--- config.mk ---
export PLATFORM = sky130hd
export DESIGN_NAME = pipeline_requester
export DESIGN_NICKNAME = d
export VERILOG_FILES = /design/src/rtl/pipeline_requester_pkg.sv /design/src/rtl/pipeline_requester_starve_cnt.sv /design/src/rtl/pipeline_requester.sv
export SDC_FILE = /design/constraint.sdc
export NUM_CORES = 1
export LEC_CHECK = 0
export CORE_ASPECT_RATIO = 0.9
export CORE_MARGIN = 3
export CORE_UTILIZATION = 42
export CTS_CLUSTER_SIZE = 20
export DETAILED_ROUTE_END_ITERATION = 7
export HOLD_SLACK_MARGIN = 0.1
export PLACE_DENSITY = 0.86
export SLEW_MARGIN = 20
export SYNTH_ARGS = -nofsm -noshare
export SYNTH_HDL_FRONTEND = slang
export SYNTH_SLANG_ARGS = --single-unit
--- constraint.sdc ---
create_clock -name clk -period 5.6 [get_ports clk]
set_input_delay 1.68 -clock clk [delete_from_list [all_inputs] [get_ports clk]]
set_output_delay 1.68 -clock clk [all_outputs]
set_load 0.03 [all_outputs]
--- src/rtl/pipeline_requester_pkg.sv ---
// pipeline_requester_pkg: requester FSM states and default data width,
// shared with the global-stall resource side.
package pipeline_requester_pkg;

    localparam int unsigned DATA_W_DEF = 32;

    typedef enum logic [1:0] {
        IDLE,
        REQ,
        WAIT_RES,
        FLUSH
    } req_state_e;

endpackage

--- src/rtl/pipeline_requester_starve_cnt.sv ---
// requester_starve_cnt: saturating count of cycles a request waited
// without acceptance; built only when STARVE_CNT_EN is defined.
`ifdef STARVE_CNT_EN
module requester_starve_cnt #(
    parameter int unsigned LIMIT = 15
) (
    input  logic clk,
    input  logic reset,
    input  logic inc,
    input  logic clr,
    output logic starve
);

    localparam int unsigned CNT_W = $clog2(LIMIT + 1);
    localparam logic [CNT_W-1:0] CNT_MAX = CNT_W'(LIMIT);

    logic [CNT_W-1:0] cnt_q;

    always_ff @(posedge clk or posedge reset) begin
        if (reset) begin
            cnt_q <= '0;
        end else if (clr) begin
            cnt_q <= '0;
        end else if (inc && (cnt_q != CNT_MAX)) begin
            cnt_q <= cnt_q + CNT_W'(1);
        end
    end

    assign starve = (cnt_q == CNT_MAX);

endmodule
`endif

--- src/rtl/pipeline_requester.sv ---
// pipeline_requester: per-pipeline requester for the global-stall resource.
// Optional starvation counter enabled by defining STARVE_CNT_EN.
module pipeline_requester
    import pipeline_requester_pkg::*;
#(
    parameter int unsigned DATA_W = DATA_W_DEF
`ifdef STARVE_CNT_EN
   ,parameter int unsigned STARVE_LIMIT = 15
`endif
) (
    input  logic              clk,
    input  logic              reset,
    input  logic              up_valid,
    input  logic [DATA_W-1:0] up_data,
    output logic              up_ready,
    input  logic              flush_req,
    output logic              req_valid,
    output logic [DATA_W-1:0] req_data,
    output logic              req_flush,
    input  logic              res_grant,
    input  logic              res_stall,
    input  logic              res_out_valid,
    input  logic              res_out_flush,
    input  logic [DATA_W-1:0] res_out_data,
    output logic              dn_valid,
    output logic [DATA_W-1:0] dn_data,
    output logic              flush_done,
    output logic              starve
);

    req_state_e        state_q, state_d;
    logic [DATA_W-1:0] hold_q, hold_d;
    logic [DATA_W-1:0] dn_data_d;
    logic              flush_sent_q, flush_sent_d;
    logic              dn_valid_d;
    logic              err_q, err_d;
    logic              accept;

    always_ff @(posedge clk or posedge reset) begin
        if (reset) begin
            state_q      <= IDLE;
            hold_q       <= '0;
            flush_sent_q <= 1'b0;
            dn_valid     <= 1'b0;
            dn_data      <= '0;
            err_q        <= 1'b0;
        end else begin
            state_q      <= state_d;
            hold_q       <= hold_d;
            flush_sent_q <= flush_sent_d;
            dn_valid     <= dn_valid_d;
            dn_data      <= dn_data_d;
            err_q        <= err_d;
        end
    end

    assign req_data = hold_q;

    always_comb begin
        state_d      = state_q;
        hold_d       = hold_q;
        flush_sent_d = flush_sent_q;
        dn_valid_d   = 1'b0;
        dn_data_d    = dn_data;
        err_d        = err_q;
        up_ready     = 1'b0;
        req_valid    = 1'b0;
        req_flush    = 1'b0;
        flush_done   = 1'b0;
        accept       = 1'b0;

        unique case (state_q)
            IDLE: begin
                up_ready = !flush_req && !reset;
                if (up_valid && !flush_req) begin
                    hold_d  = up_data;
                    state_d = REQ;
                end
            end
            REQ: begin
                req_valid = !flush_req;
                accept    = res_grant && !res_stall && !flush_req;
                if (accept) begin
                    state_d = WAIT_RES;
                end
            end
            WAIT_RES: begin
                state_d = IDLE;
                if (!flush_req) begin
                    if (res_out_valid) begin
                        dn_valid_d = 1'b1;
                        dn_data_d  = res_out_data;
                    end else begin
                        err_d = 1'b1;
                    end
                end
            end
            FLUSH: begin
                // Once sent, the resource confirms one cycle later or we resend.
                if (!flush_sent_q) begin
                    req_flush = 1'b1;
                    if (!res_stall) begin
                        flush_sent_d = 1'b1;
                    end
                end else begin
                    flush_sent_d = 1'b0;
                    if (res_out_flush) begin
                        flush_done = 1'b1;
                        state_d    = IDLE;
                    end
                end
            end
        endcase

        if (flush_req && (state_q != FLUSH)) begin
            state_d      = FLUSH;
            hold_d       = '0;
            flush_sent_d = 1'b0;
        end
    end

`ifdef STARVE_CNT_EN
    logic starve_inc;

    assign starve_inc = (state_q == REQ) && !accept && !flush_req;

    requester_starve_cnt #(
        .LIMIT (STARVE_LIMIT)
    ) u_starve_cnt (
        .clk    (clk),
        .reset  (reset),
        .inc    (starve_inc),
        .clr    (!starve_inc),
        .starve (starve)
    );
`else
    assign starve = 1'b0;
`endif

endmodule

==> results.json <==
{
  "status": "finished, final reports clean",
  "clock_latency_ps": 320,
  "ctsHoldBuffers": 0,
  "fmax_mhz": 201,
  "drtIter0Drc": 46,
  "gp_congestion": 0.755,
  "worst_slack_ps": 630,
  "internal_power_mw": 1.35,
  "core_um2": 5820,
  "syn_to_final_growth_pct": 62.2,
  "synth_nets": 239,
  "num_rows": 26,
  "power_frac_clock_pct": 18.5,
  "diodes": 0,
  "grt_pass1_wl_um": 9780,
  "yosysWarnings": 0,
  "startpoint_type": "primary input",
  "fp.dieH_um": 80.6,
  "place.detailed.hpwl_um": 4550,
  "dp_cells": 369,
  "synthSimpleGateAreaFrac_pct": 4.09,
  "hold_path.class": "reg2reg",
  "cp_cell_sequence": "clkdlybuf4s50_1 -> nor3b_1 -> clkdlybuf4s50_1",
  "clock_path_buffers": 2,
  "drt_wl_total_um": 6240,
  "cts.sinks": 68,
  "post_cts_buffers": 0,
  "fillers": 392,
  "cp_common_cell": "clkdlybuf4s50_1",
  "dieArea_um2": 7170,
  "drive_above_1_share_pct": 16.5,
  "critPathCaptureType": "primary output",
  "cp_slowest_cell": "clkdlybuf4s50_1",
  "critPathArrivalTime_ps": 3290,
  "syn_inst": 167,
  "final.min_clock_period_ps": 4970,
  "timing.slew.headroom_pct": 47.1,
  "antenna_found_initial": 0,
  "worst_slew_pin_slew_ps": 792,
  "fin_crit_sh_pct": 88.8,
  "p_comb_share_pct": 46.4,
  "p_leak_nw": 1.82,
  "dr.pass1.iters": 4,
  "start_util_pct": 44.6,
  "grt_usage_pct": 18.0,
  "muxShareOfSynthArea_pct": 13.9,
  "worstPathMaxFanout": 6,
  "synth.area.top_cells": "dfrtp_1 (65%), mux2_2 (12%), a22o_1 (11%)",
  "cp_slowest_stage_delay_ps": 730,
  "synth_area_leader_cell": "dfrtp_1",
  "cts_root_buf": "clkbuf_8",
  "setup_viol": 0,
  "worstSetupPathType": "in2out",
  "ys_seq_elements": 68,
  "io_buffers": 140,
  "via_per_inst": 4.95,
  "finalSetupTns_ps": 0,
  "drv_slew": 0,
  "cts_buffers": 9,
  "synth_top_family_by_area": "multiplexers",
  "wl_per_cell_um": 16.2,
  "cp.required_ps": 3920,
  "synth_seq_area_share_pct": 65.5,
  "vias": 1906,
  "antenna_left": 0,
  "ys.flop_type": "dfrtp_1",
  "synth_edf_count": 0,
  "vdd_drop_max_uv": 203,
  "ios": 142,
  "die_w_um": 88.9,
  "yosysMostFrequentCell": "dfrtp_1",
  "netlist_top_cells_count": "dfrtp_1 (68), a22o_1 (32), mux2_2 (28)",
  "synth_compound_area_share_pct": 12.1,
  "cp_top_family": "buffers and inverters",
  "synth_xor_area_share_pct": 0,
  "grt_pass1_vias": 2025,
  "final_hold_viol_count": 0,
  "grt.overflow.total": 0,
  "synthAdderAreaFrac_pct": 0,
  "finish.utilization_pct": 72.4,
  "cts_tree": "built",
  "powerDensity_nw_per_um2": 514,
  "ys_async_sr_fraction_pct": 100,
  "layout.cells.non_filler": 385,
  "rsz0062_at_grt": "false",
  "p_sw_share_pct": 37.6,
  "yosys.area.top_type_share_pct": 65.5,
  "dpl_worst_slack_ps": 619,
  "clkSlewWorstSetupHoldPaths_ps": 70,
  "finClkSkew_ps": 10.3,
  "layout.nets": 382,
  "cts.repair.resized": 0,
  "ctsHtreeMaxLevel": 3,
  "syn_area_um2": 2600,
  "syn_avg_cell_area_um2": 15.6,
  "share_seq_of_total_power_pct": 35.1,
  "ys_types": 24,
  "fin_hold_ws_ps": 489,
  "grt_max_degree": 40,
  "p_switching_uw": 814,
  "drc": 0,
  "crit_buf_inv": 2,
  "cap_violations": 0
}
[stage by stage]
| step | total power [mW] | cell area (µm²) |
|---|---|---|
| 6_report | 2.17 | 4220 |
| 5_1_grt | 2.28 | 4220 |
| 4_1_cts | 2.19 | 4220 |
| 3_5_place_dp | 1.79 | 4010 |
| 3_3_place_gp | 1.76 | 4010 |
| 2_1_floorplan | 1.35 | 2600 |
[layer usage]
| metal | vias up | share of wire (%) | GRT usage, % |
|---|---|---|---|
| met2 | 97 | 46 | 28.3 |
| met5 | - | 0 | 0 |
| li1 | 894 | - | - |
| met3 | 9 | 8.9 | 5.33 |
| met1 | 906 | 44 | 23.1 |
| met4 | 0 | 1.6 | 7.70 |
[placed cells by master, fill, tap and decap left out]
master,n
nor3_4,1
a21boi_1,1
a22o_1,32
bufinv_16,1
mux2_1,4
inv_1,1
nand2b_1,1
clkinvlp_4,1
clkbuf_8,11
nor2_1,3
mux2_2,28
dfrtp_1,68
nand2_2,1
a21oi_2,1
clkbuf_1,1
nor4_1,1
nand3_1,3
nor2b_1,1
a21oi_1,1
nand2_1,2
clkdlybuf4s50_1,140
conb_1,1
clkinv_2,2
nor4b_4,1
o31ai_1,1
buf_4,4
o21ai_0,1
inv_2,1
nor3b_1,1
[cell families (layout without fill, tap and decap cells)]
kind of cell,count (synthesis),after routing
buf+inv,14,162
mux,32,32
simple gates,15,15
other cells,1,1
flops,68,68
compound gates,37,37
[state kept, by name (all words and copies together) (netlist names)]
register,cells
dn_data,32
req_data,32
state_q,2
dn_valid,1
flush_sent_q,1
[worst reg2reg max path: stages (launching register included)]
cell and delay (ps):
dfrtp_1 550, a21boi_1 140, a21oi_2 460, buf_4 360, nand3_1 110
[path summary, 6_finish.rpt]
kind / start / to / slack, ps / cells after the start
hold reg to reg: dn_data[19] / dn_data[19] / 490 / 1
setup / recovery: flush_req / req_valid / 630 / 3
max in group asynchronous: reset / dn_data[2] / 2850 / 3
min in group asynchronous: reset / req_data[25] / 1870 / 2
setup reg to reg: state_q[0] / state_q[0] / 3850 / 4
hold / removal: dn_data[19] / dn_data[19] / 490 / 1
[final cells by class]
class                   count  area [µm²]  share of cell area [%]
clock buffers              12         155                    3.68
clock inverters             4        47.5                    1.13
inverters                   2        7.51                   0.178
multi-input cells          85         785                    18.6
flip-flops and latches     68        1700                    40.4
well taps                  70        87.6                    2.08
repair buffers            144        1430                    34.0
[power groups by stage]
| stage | registers [mW] | logic [mW] | clock network, mW |
|---|---|---|---|
| 2_1_floorplan | 1.07 | 0.283 | 0 |
| 3_3_place_gp | 0.762 | 1.00 | 0 |
| 3_5_place_dp | 0.770 | 1.02 | 0 |
| 4_1_cts | 0.764 | 1.02 | 0.410 |
| 5_1_grt | 0.785 | 1.06 | 0.432 |
| 6_report | 0.761 | 1.01 | 0.401 |
Note: power is estimated with default switching activity, not from simulation.
